[config.mk]
export PLATFORM = sky130hd
export DESIGN_NAME = nav_input
export DESIGN_NICKNAME = d
export VERILOG_FILES = /design/src/rtl/nav_input_pkg.sv /design/src/rtl/nav_input_btn_debounce.sv /design/src/rtl/nav_input.sv
export SDC_FILE = /design/constraint.sdc
export NUM_CORES = 1
export LEC_CHECK = 0
export CORE_MARGIN = 2
export CORE_UTILIZATION = 50
export DETAILED_ROUTE_END_ITERATION = 16
export DONT_BUFFER_PORTS = 1
export PLACE_DENSITY_LB_ADDON = 0.05
export RECOVER_POWER = 100
export SLEW_MARGIN = 10
export SYNTH_ARGS = -nofsm -noshare
export SYNTH_HDL_FRONTEND = slang
export SYNTH_SLANG_ARGS = --single-unit
[constraint.sdc]
create_clock -name clk -period 4.1 [get_ports clk]
set_input_delay 1.23 -clock clk [delete_from_list [all_inputs] [get_ports clk]]
set_output_delay 1.23 -clock clk [all_outputs]
set_load 0.01 [all_outputs]
[src/rtl/nav_input_pkg.sv]
// Shared types and constants for the navigation-button conditioning stage.
// Holds the FSM encoding, direction indices, default timing and the move decode.
package nav_input_pkg;

  typedef enum logic [1:0] {
    ST_IDLE    = 2'd0,
    ST_HOLD    = 2'd1,
    ST_REPEAT  = 2'd2,
    ST_LOCKOUT = 2'd3
  } nav_state_t;

  localparam int NUM_DIRS  = 4;
  localparam int DIR_UP    = 0;
  localparam int DIR_DOWN  = 1;
  localparam int DIR_LEFT  = 2;
  localparam int DIR_RIGHT = 3;

  localparam int DEF_DEBOUNCE_CYCLES = 1_000_000;
  localparam int DEF_HOLD_CYCLES     = 50_000_000;
  localparam int DEF_REPEAT_CYCLES   = 20_000_000;
  localparam int DEF_CNT_W           = 26;

  // One-hot direction to {row_en, col_en, add_n}; add_n=1 means decrement.
  function automatic logic [2:0] dir_decode(input logic [NUM_DIRS-1:0] dir_oh);
    logic row;
    logic col;
    logic dec;
    row = dir_oh[DIR_UP] | dir_oh[DIR_DOWN];
    col = dir_oh[DIR_LEFT] | dir_oh[DIR_RIGHT];
    dec = dir_oh[DIR_UP] | dir_oh[DIR_LEFT];
    return {row, col, dec};
  endfunction

endpackage

[src/rtl/nav_input_btn_debounce.sv]
// Two-flop synchroniser followed by a stable-run counter for one raw button.
// The level only changes once the synchronised input has differed for DEBOUNCE_CYCLES.
module btn_debounce
  import nav_input_pkg::*;
#(
  parameter int DEBOUNCE_CYCLES = DEF_DEBOUNCE_CYCLES,
  parameter int CNT_W           = DEF_CNT_W
) (
  input  logic clk,
  input  logic rst,
  input  logic btn,
  output logic level
);

  localparam logic [CNT_W-1:0] CNT_LAST = CNT_W'(DEBOUNCE_CYCLES - 1);

  logic             sync_p0;
  logic             sync_p1;
  logic [CNT_W-1:0] cnt;

  // stage p0/p1: metastability guard
  always_ff @(posedge clk) begin
    if (rst) begin
      sync_p0 <= 1'b0;
      sync_p1 <= 1'b0;
    end else begin
      sync_p0 <= btn;
      sync_p1 <= sync_p0;
    end
  end

  // stage p2: debounced level
  always_ff @(posedge clk) begin
    if (rst) begin
      cnt   <= '0;
      level <= 1'b0;
    end else if (sync_p1 == level) begin
      cnt <= '0;
    end else if (cnt == CNT_LAST) begin
      cnt   <= '0;
      level <= sync_p1;
    end else begin
      cnt <= cnt + CNT_W'(1);
    end
  end

endmodule

[src/rtl/nav_input.sv]
// Debounces five board buttons and turns directions into fire pulses with
// auto-repeat, plus a one-shot select pulse for the centre button.
module nav_input
  import nav_input_pkg::*;
#(
  parameter int DEBOUNCE_CYCLES = DEF_DEBOUNCE_CYCLES,
  parameter int HOLD_CYCLES     = DEF_HOLD_CYCLES,
  parameter int REPEAT_CYCLES   = DEF_REPEAT_CYCLES,
  parameter int CNT_W           = DEF_CNT_W
) (
  input  logic clk,
  input  logic rst,
  input  logic btn_up,
  input  logic btn_down,
  input  logic btn_left,
  input  logic btn_right,
  input  logic btn_c,
  output logic row_en,
  output logic col_en,
  output logic add_n,
  output logic fire,
  output logic select
);

  localparam logic [CNT_W-1:0] HOLD_LAST   = CNT_W'(HOLD_CYCLES - 1);
  localparam logic [CNT_W-1:0] REPEAT_LAST = CNT_W'(REPEAT_CYCLES - 1);

  logic [NUM_DIRS-1:0] dir_raw;
  logic [NUM_DIRS-1:0] dir_lvl;
  logic                c_lvl;
  logic                c_lvl_q;

  assign dir_raw[DIR_UP]    = btn_up;
  assign dir_raw[DIR_DOWN]  = btn_down;
  assign dir_raw[DIR_LEFT]  = btn_left;
  assign dir_raw[DIR_RIGHT] = btn_right;

  for (genvar i = 0; i < NUM_DIRS; i++) begin : g_dir_db
    btn_debounce #(
      .DEBOUNCE_CYCLES(DEBOUNCE_CYCLES),
      .CNT_W          (CNT_W)
    ) u_db (
      .clk  (clk),
      .rst  (rst),
      .btn  (dir_raw[i]),
      .level(dir_lvl[i])
    );
  end

  btn_debounce #(
    .DEBOUNCE_CYCLES(DEBOUNCE_CYCLES),
    .CNT_W          (CNT_W)
  ) u_db_c (
    .clk  (clk),
    .rst  (rst),
    .btn  (btn_c),
    .level(c_lvl)
  );

  nav_state_t          state_q;
  nav_state_t          state_d;
  logic [NUM_DIRS-1:0] held_q;
  logic [NUM_DIRS-1:0] held_d;
  logic [CNT_W-1:0]    cnt_q;
  logic [CNT_W-1:0]    cnt_d;
  logic                fire_d;
  logic [2:0]          qual_d;
  logic                any_dir;
  logic                held_on;
  logic                other_on;

  assign any_dir  = |dir_lvl;
  assign held_on  = |(dir_lvl & held_q);
  assign other_on = |(dir_lvl & ~held_q);

  // Release wins over a simultaneous second press; a second press while held locks out.
  always_comb begin
    state_d = state_q;
    held_d  = held_q;
    cnt_d   = cnt_q;
    fire_d  = 1'b0;
    qual_d  = 3'b000;
    case (state_q)
      ST_IDLE: begin
        if ($onehot(dir_lvl)) begin
          held_d  = dir_lvl;
          fire_d  = 1'b1;
          qual_d  = dir_decode(dir_lvl);
          cnt_d   = '0;
          state_d = ST_HOLD;
        end else if (any_dir) begin
          state_d = ST_LOCKOUT;
        end
      end
      ST_HOLD, ST_REPEAT: begin
        if (!held_on) begin
          cnt_d   = '0;
          state_d = ST_IDLE;
        end else if (other_on) begin
          cnt_d   = '0;
          state_d = ST_LOCKOUT;
        end else if (cnt_q == ((state_q == ST_HOLD) ? HOLD_LAST : REPEAT_LAST)) begin
          fire_d  = 1'b1;
          qual_d  = dir_decode(held_q);
          cnt_d   = '0;
          state_d = ST_REPEAT;
        end else begin
          cnt_d = cnt_q + CNT_W'(1);
        end
      end
      ST_LOCKOUT: begin
        if (!any_dir) begin
          state_d = ST_IDLE;
        end
      end
      default: state_d = ST_IDLE;
    endcase
  end

  // stage p3: registered strobes and qualifiers
  always_ff @(posedge clk) begin
    if (rst) begin
      state_q <= ST_IDLE;
      held_q  <= '0;
      cnt_q   <= '0;
      fire    <= 1'b0;
      row_en  <= 1'b0;
      col_en  <= 1'b0;
      add_n   <= 1'b0;
      select  <= 1'b0;
      c_lvl_q <= 1'b0;
    end else begin
      state_q                 <= state_d;
      held_q                  <= held_d;
      cnt_q                   <= cnt_d;
      fire                    <= fire_d;
      {row_en, col_en, add_n} <= qual_d;
      select                  <= c_lvl & ~c_lvl_q;
      c_lvl_q                 <= c_lvl;
    end
  end

endmodule

==> results.py, run 1 <==
metrics = {
    "yosys": {
        "synth_fp_nets": 974,
        "yosys_warnings": 0,
        "synth_top_family_by_area": "simple AND/OR/NAND/NOR gates",
        "synth_compound_area_frac": 0.03304,
        "synth_xor_xnor_area_share": 0.1549,
        "synth_edf_count": 0,
        "synth_simple_gate_area_frac": 0.3101,
        "seq_area_frac_synth": 0.4378,
        "ys_seq_elements": 183,
        "synth_mux_area_frac": 0.008523,
        "synthAdderAreaFrac": 0.02183,
        "yosysUniqueCellTypes": 54,
        "avgSynthCellArea_um2": 8.781,
        "synthArstFlopShare": 0,
        "ys.flop_type": "dfxtp_1",
        "syn_inst": 953,
        "syn_area_mm2": 0.008368,
    },
    "power_and_ir_drop": {
        "power_mw": 3.553,
        "peakVddDrop_uv": 365.3,
        "leakage_nw": 2.743,
        "p_per_area_mw_per_mm2": 392.3,
    },
    "floorplan": {
        "die_w_um": 133.4,
        "std_cell_rows": 47,
        "dieArea_mm2": 0.01779,
        "die_y_um": 133.4,
        "io_pins": 12,
        "initial_utilization": 0.5082,
        "fp.coreArea_mm2": 0.01647,
    },
    "clock_tree": {
        "clk_pin_slew_ps": 70,
        "root_buffer": "clkbuf_16",
        "numCtsBuffers": 17,
        "clockBufferDepth": 2,
        "clkLatencyLatePin_ps": 420,
        "cts_setup_buffers": 0,
        "h-tree-depth": 4,
        "ctsHoldBuffers": 0,
        "clkSinkCount": 183,
        "cts-resized-gates": 0,
        "cts_tree": "built",
    },
    "cells_and_area": {
        "nets": 960,
        "final_core_util": 0.5501,
        "areaGrowthSynthToFinish_pct": 8.239,
        "layout_common_cells": "dfxtp_1 (183), nor2_1 (164), xnor2_1 (87)",
        "fillers": 1492,
        "ff_latch_area_mm2": 0.003664,
        "drive_above_1_share": 0.04307,
        "multi_input_area_mm2": 0.004417,
        "final_common_cell": "dfxtp_1",
    },
    "worst_setup_path": {
        "critPathCaptureType": "flop",
        "critPathKind": "reg2reg",
        "cp.arrival_ps": 3710,
        "slowest_stage": "or4_1",
        "crit_path_start_kind": "flop",
        "slowest_delay_ps": 550,
        "cp.buffers_inverters": 2,
        "worst_ep_required_time_ps": 4440,
        "critPathTopFamily": "simple AND/OR/NAND/NOR gates",
        "crit_chain": "inv_1 -> fa_1 -> inv_1 -> ha_1 -> ha_1 -> nand4bb_1 -> and2_0 -> or4_1 -> xor2_1 -> nor3_1",
        "path_max_fanout": 12,
    },
    "global_routing": {
        "grt_max_degree": 62,
        "overflow": 0,
        "grt_use_total": 0.1860,
        "grt_pass1_wl_mm": 27.77,
        "grt_antenna_before_repair": 1,
        "grt_pass1_vias": 6208,
    },
    "detailed_routing": {
        "viasPerCell": 5.434,
        "drc": 0,
        "dr.pass1.iters": 4,
        "vias": 6374,
        "dr.first_iter.drc_count": 353,
        "routed_wl_mm": 15.95,
        "wire_per_inst_um": 13.60,
        "antenna_left": 0,
    },
    "placed_design": {
        "gp_congestion": 0.8452,
        "hpwl_mm": 10.86,
        "port_buffers": 0,
    },
    "sta": {
        "finalSetupViolations": 0,
        "hold_viol": 0,
        "hold_ws_ps": 388.5,
        "maxSlewViolCount": 0,
        "tightest_slew_ps": 1092,
        "fin_crit_ps": 3366,
        "skew_ps": 7.487,
        "fmax_mhz": 297.1,
        "relSlewSlack": 0.2665,
        "rsz0062_at_grt": "false",
        "period_share": 0.8210,
        "finalSetupTns_ps": 0,
    },
    "run_status": {
        "run_status": "complete, no violations",
    },
    "worst_hold_path": {
        "hold_path.class": "reg2reg",
    },
    "job": {
        "drv_cap": 0,
    },
}
[kinds of logic (layout without fill, tap and decap cells)]
| group | Yosys count | in the layout |
|---|---|---|
| flip-flops | 183 | 183 |
| AND/OR/NAND/NOR | 508 | 508 |
| XOR/XNOR | 148 | 148 |
| multiplexers | 7 | 7 |
| other | 0 | 1 |
| adder cells (fa/ha/maj) | 14 | 14 |
| AO/OA/AOI/OAI | 30 | 30 |
| buffers and inverters | 63 | 62 |
[final timing paths]
path,startpoint,endpoint,slack (ps),cells past startpoint
worst max-delay path,g_dir_db[0].u_db.level,cnt_q[7],730,10
worst min-delay path,c_lvl_q,select,390,1
worst max register to register,g_dir_db[0].u_db.level,cnt_q[7],730,10
worst min register to register,c_lvl_q,select,390,1
[metal layers]
metal | global-route usage | vias to the layer above | part of all wire
met5 | 0 | - | 0
met4 | 0.06619 | 0 | 0.016
met3 | 0.04642 | 19 | 0.031
met2 | 0.3107 | 87 | 0.48
met1 | 0.2342 | 3017 | 0.47
li1 | - | 3251 | -
[layout make-up]
type,instances,share of cell area
multi-input cells,707,0.4876
flip-flops and latches,183,0.4045
clock buffers,20,0.05042
well taps,220,0.03039
clock inverters,12,0.01395
inverters,29,0.01202
repair buffers,1,0.0008288
diodes,1,0.0002763
[synth_stat cells (all sizes together), types with 5 or more instances]
| cell | instances | share of area |
|---|---|---|
| or3 | 9 | 0.0067 |
| ha | 13 | 0.019 |
| nand2 | 49 | 0.022 |
| nor2 | 164 | 0.074 |
| dfxtp | 183 | 0.44 |
| buf | 8 | 0.0091 |
| nand3 | 58 | 0.035 |
| or4 | 5 | 0.0045 |
| and3 | 19 | 0.014 |
| and4 | 15 | 0.016 |
| nor4b | 8 | 0.0084 |
| xor2 | 61 | 0.064 |
| inv | 29 | 0.013 |
| clkbuf | 26 | 0.012 |
| nor3 | 73 | 0.044 |
| nand4 | 48 | 0.036 |
| mux2i | 6 | 0.0072 |
| nor4 | 21 | 0.016 |
| a21oi | 7 | 0.0055 |
| xnor2 | 87 | 0.091 |
| nor2b | 12 | 0.0090 |
| and2 | 9 | 0.0067 |
[registers in the layout (all words and copies together), names as in the netlist, 2 cells and up]
register	flops
state_q	2
g_dir_db.u_db.sync_p0	4
cnt_q	26
g_dir_db.u_db.cnt	104
u_db_c.cnt	26
g_dir_db.u_db.level	4
g_dir_db.u_db.sync_p1	4
held_q	4
[stage by stage]
| stage | setup slack (ps) | instances | area [um^2] |
|---|---|---|---|
| 2_1_floorplan | 1176 | 953 | 8368 |
| 6_report | 733.8 | 1173 | 9057 |
| 4_1_cts | 773.4 | 1172 | 9060 |
| 3_5_place_dp | 792.9 | 1140 | 8477 |
| 3_3_place_gp | 876.0 | 1140 | 8477 |
| 5_1_grt | 492.1 | 1173 | 9057 |
[worst register-to-register path, delay by kind of cell, from the launching register on]
kind | cells | cell delay (ps)
flip-flops | 1 | 440
AND/OR/NAND/NOR | 4 | 1540
adder cells (fa/ha/maj) | 3 | 990
XOR/XNOR | 1 | 160
buffers and inverters | 2 | 160
[power breakdown]
group,switching [mW],internal [mW],total (mW),leakage (nW)
combinational,0.0860,0.0476,0.134,0.981
clock,0.682,0.929,1.61,0.286
sequential,0.0158,1.79,1.81,1.48
Power figures use the tool's default switching activity.
==> run 2, diff against run 1 <==
==> constraint.sdc (replaced) <==
create_clock -name clk -period 3.3 [get_ports clk]
set_input_delay 0.99 -clock clk [delete_from_list [all_inputs] [get_ports clk]]
set_output_delay 0.99 -clock clk [all_outputs]
set_load 0.01 [all_outputs]
==> results.py, run 2 (same netlist as run 1, synthesis figures left out) <==
metrics = {
    "global_routing": {
        "overflow": 0,
        "grt_antenna_before_repair": 1,
        "grt_pass1_vias": 6237,
        "gr-usage-met2": 0.3279,
        "grt_max_degree": 62,
        "grt_pass1_wl_mm": 28.19,
        "grt_use_total": 0.1909,
        "globalRouteMet3Util": 0.03843,
        "met1_usage": 0.2356,
        "busiest_layer": "met2",
    },
    "cells_and_area": {
        "final_common_cell": "dfxtp_1",
        "top_regs": "g_dir_db.u_db.cnt x104, cnt_q x26, u_db_c.cnt x26",
        "fillers": 1485,
        "fin_cells": 1180,
        "layout_common_cells": "dfxtp_1 (183), nor2_1 (164), xnor2_1 (87)",
        "nets": 967,
        "regMostFlops": "g_dir_db.u_db.cnt",
        "drive_above_1_share": 0.04901,
        "areaGrowthSynthToFinish_pct": 9.839,
        "largest_reg_flops": 104,
    },
    "clock_tree": {
        "cts-resized-gates": 0,
        "clk_pin_slew_ps": 70,
        "numCtsBuffers": 17,
        "clockBufferDepth": 2,
        "h-tree-depth": 4,
        "cts_tree": "built",
        "clkSinkCount": 183,
        "clkLatencyLatePin_ps": 430,
        "cts_setup_buffers": 0,
        "root_buffer": "clkbuf_16",
        "ctsHoldBuffers": 0,
    },
    "worst_setup_path": {
        "worstSetupEndpoint": "cnt_q[24]",
        "worst_ep_required_time_ps": 3650,
        "cp.arrival_ps": 3370,
        "rr_worst_depth": 11,
        "critPathKind": "reg2reg",
        "critPathCaptureType": "flop",
        "crit_start": "g_dir_db[1].u_db.level",
        "reg2reg_to": "cnt_q[24]",
        "crit_path_start_kind": "flop",
        "path_max_fanout": 8,
        "reg2reg_from": "g_dir_db[1].u_db.level",
        "reg2reg_slack_ps": 280,
    },
    "sta": {
        "rsz0062_at_grt": "false",
        "maxSlewViolCount": 0,
        "hold_viol": 0,
        "fmax_mhz": 330.7,
        "tightest_slew_ps": 1022,
        "fin_crit_ps": 3023,
        "finalSetupViolations": 0,
        "finalSetupTns_ps": 0,
        "period_share": 0.9162,
        "fin_ws_ps": 276.5,
        "skew_ps": 7.483,
        "relSlewSlack": 0.3123,
    },
    "detailed_routing": {
        "drc": 0,
        "vias": 6424,
        "antenna_left": 0,
        "viasPerCell": 5.444,
        "dr.pass1.iters": 6,
        "dr.first_iter.drc_count": 263,
        "routed_wl_mm": 15.85,
        "wire_per_inst_um": 13.43,
    },
    "floorplan": {
        "die_y_um": 133.4,
        "std_cell_rows": 47,
        "initial_utilization": 0.5082,
        "die_w_um": 133.4,
        "io_pins": 12,
        "dieArea_mm2": 0.01779,
        "fp.coreArea_mm2": 0.01647,
    },
    "power_and_ir_drop": {
        "leakage_nw": 2.808,
        "peakVddDrop_uv": 402.0,
        "p_per_area_mw_per_mm2": 512.6,
    },
    "worst_hold_path": {
        "hold_path.class": "reg2reg",
    },
    "placed_design": {
        "place_ws_ps": 311.6,
        "gp_congestion": 0.7944,
        "place_inst": 1147,
        "port_buffers": 0,
        "hpwl_mm": 10.87,
    },
    "run_status": {
        "run_status": "complete, no violations",
    },
    "job": {
        "drv_cap": 0,
    },
}
[run 2: cell count changes in the layout (fill, tap and decap cells not counted)]
cell / change
a21oi_2: +1
inv_6: +1
buf_4: +3
clkbuf_2: +1
buf_12: +1
a21oi_4: -1
bufinv_16: +3
clkinv_2: -4
inv_8: +1
clkbuf_1: +1
[run 2: power breakdown]
part	switching [mW]	leakage [nW]	total [mW]	internal [mW]
registers	0.0193	1.48	2.25	2.23
logic	0.113	1.01	0.182	0.0697
clock network	0.887	0.322	2.28	1.40
total	1.02	2.81	4.71	3.69
[run 2: critical path: stages, from the launching register on]
cell       delay, ps
dfxtp_1          440
inv_1            110
fa_1             510
inv_1             40
ha_1             170
ha_1             280
nand4bb_1        300
a2111oi_2        360
clkbuf_2         280
nand4_1          140
xor2_1           170
nor3_1           160
[run 2: how the worst min path moves through the flow]
stage,from,endpoint,cells after the start
6_report,c_lvl_q,select,1
5_1_grt,c_lvl_q,select,1
4_1_cts,c_lvl_q,select,1
3_5_place_dp,c_lvl_q,select,1
3_3_place_gp,c_lvl_q,select,1
2_1_floorplan,c_lvl_q,select,1
[run 2: per-stage QoR]
stage / hold WS [ps] / util / total power [mW] / instance area, um^2
CTS: 395.4 / 0.5594 / 4.769 / 9211
global placement: 383.8 / 0.5188 / 2.473 / 8542
global route: 398.5 / 0.5582 / 4.874 / 9191
detailed placement: 385.3 / 0.5188 / 2.481 / 8542
finish: 390.7 / 0.5582 / 4.712 / 9191
floorplan: 367.4 / - / 2.442 / 8368
[run 2: area by class of cell]
class | count | area, um^2 | area share
diodes | 1 | 2.502 | 0.0002723
clock buffers | 19 | 452.9 | 0.04928
clock inverters | 13 | 216.5 | 0.02355
inverters | 29 | 108.9 | 0.01184
multi-input cells | 707 | 4409 | 0.4797
flip-flops and latches | 183 | 3664 | 0.3986
well taps | 220 | 275.3 | 0.02995
repair buffers | 8 | 62.56 | 0.006806
[run 2: routing by layer]
metal  part of all wire  vias to the layer above  routed length (um)
met3              0.031                       15                 497
met2               0.49                       96                7819
met5                  0                        -                   0
li1                   -                     3261                   -
met1               0.46                     3052                7301
met4              0.015                        0                 233
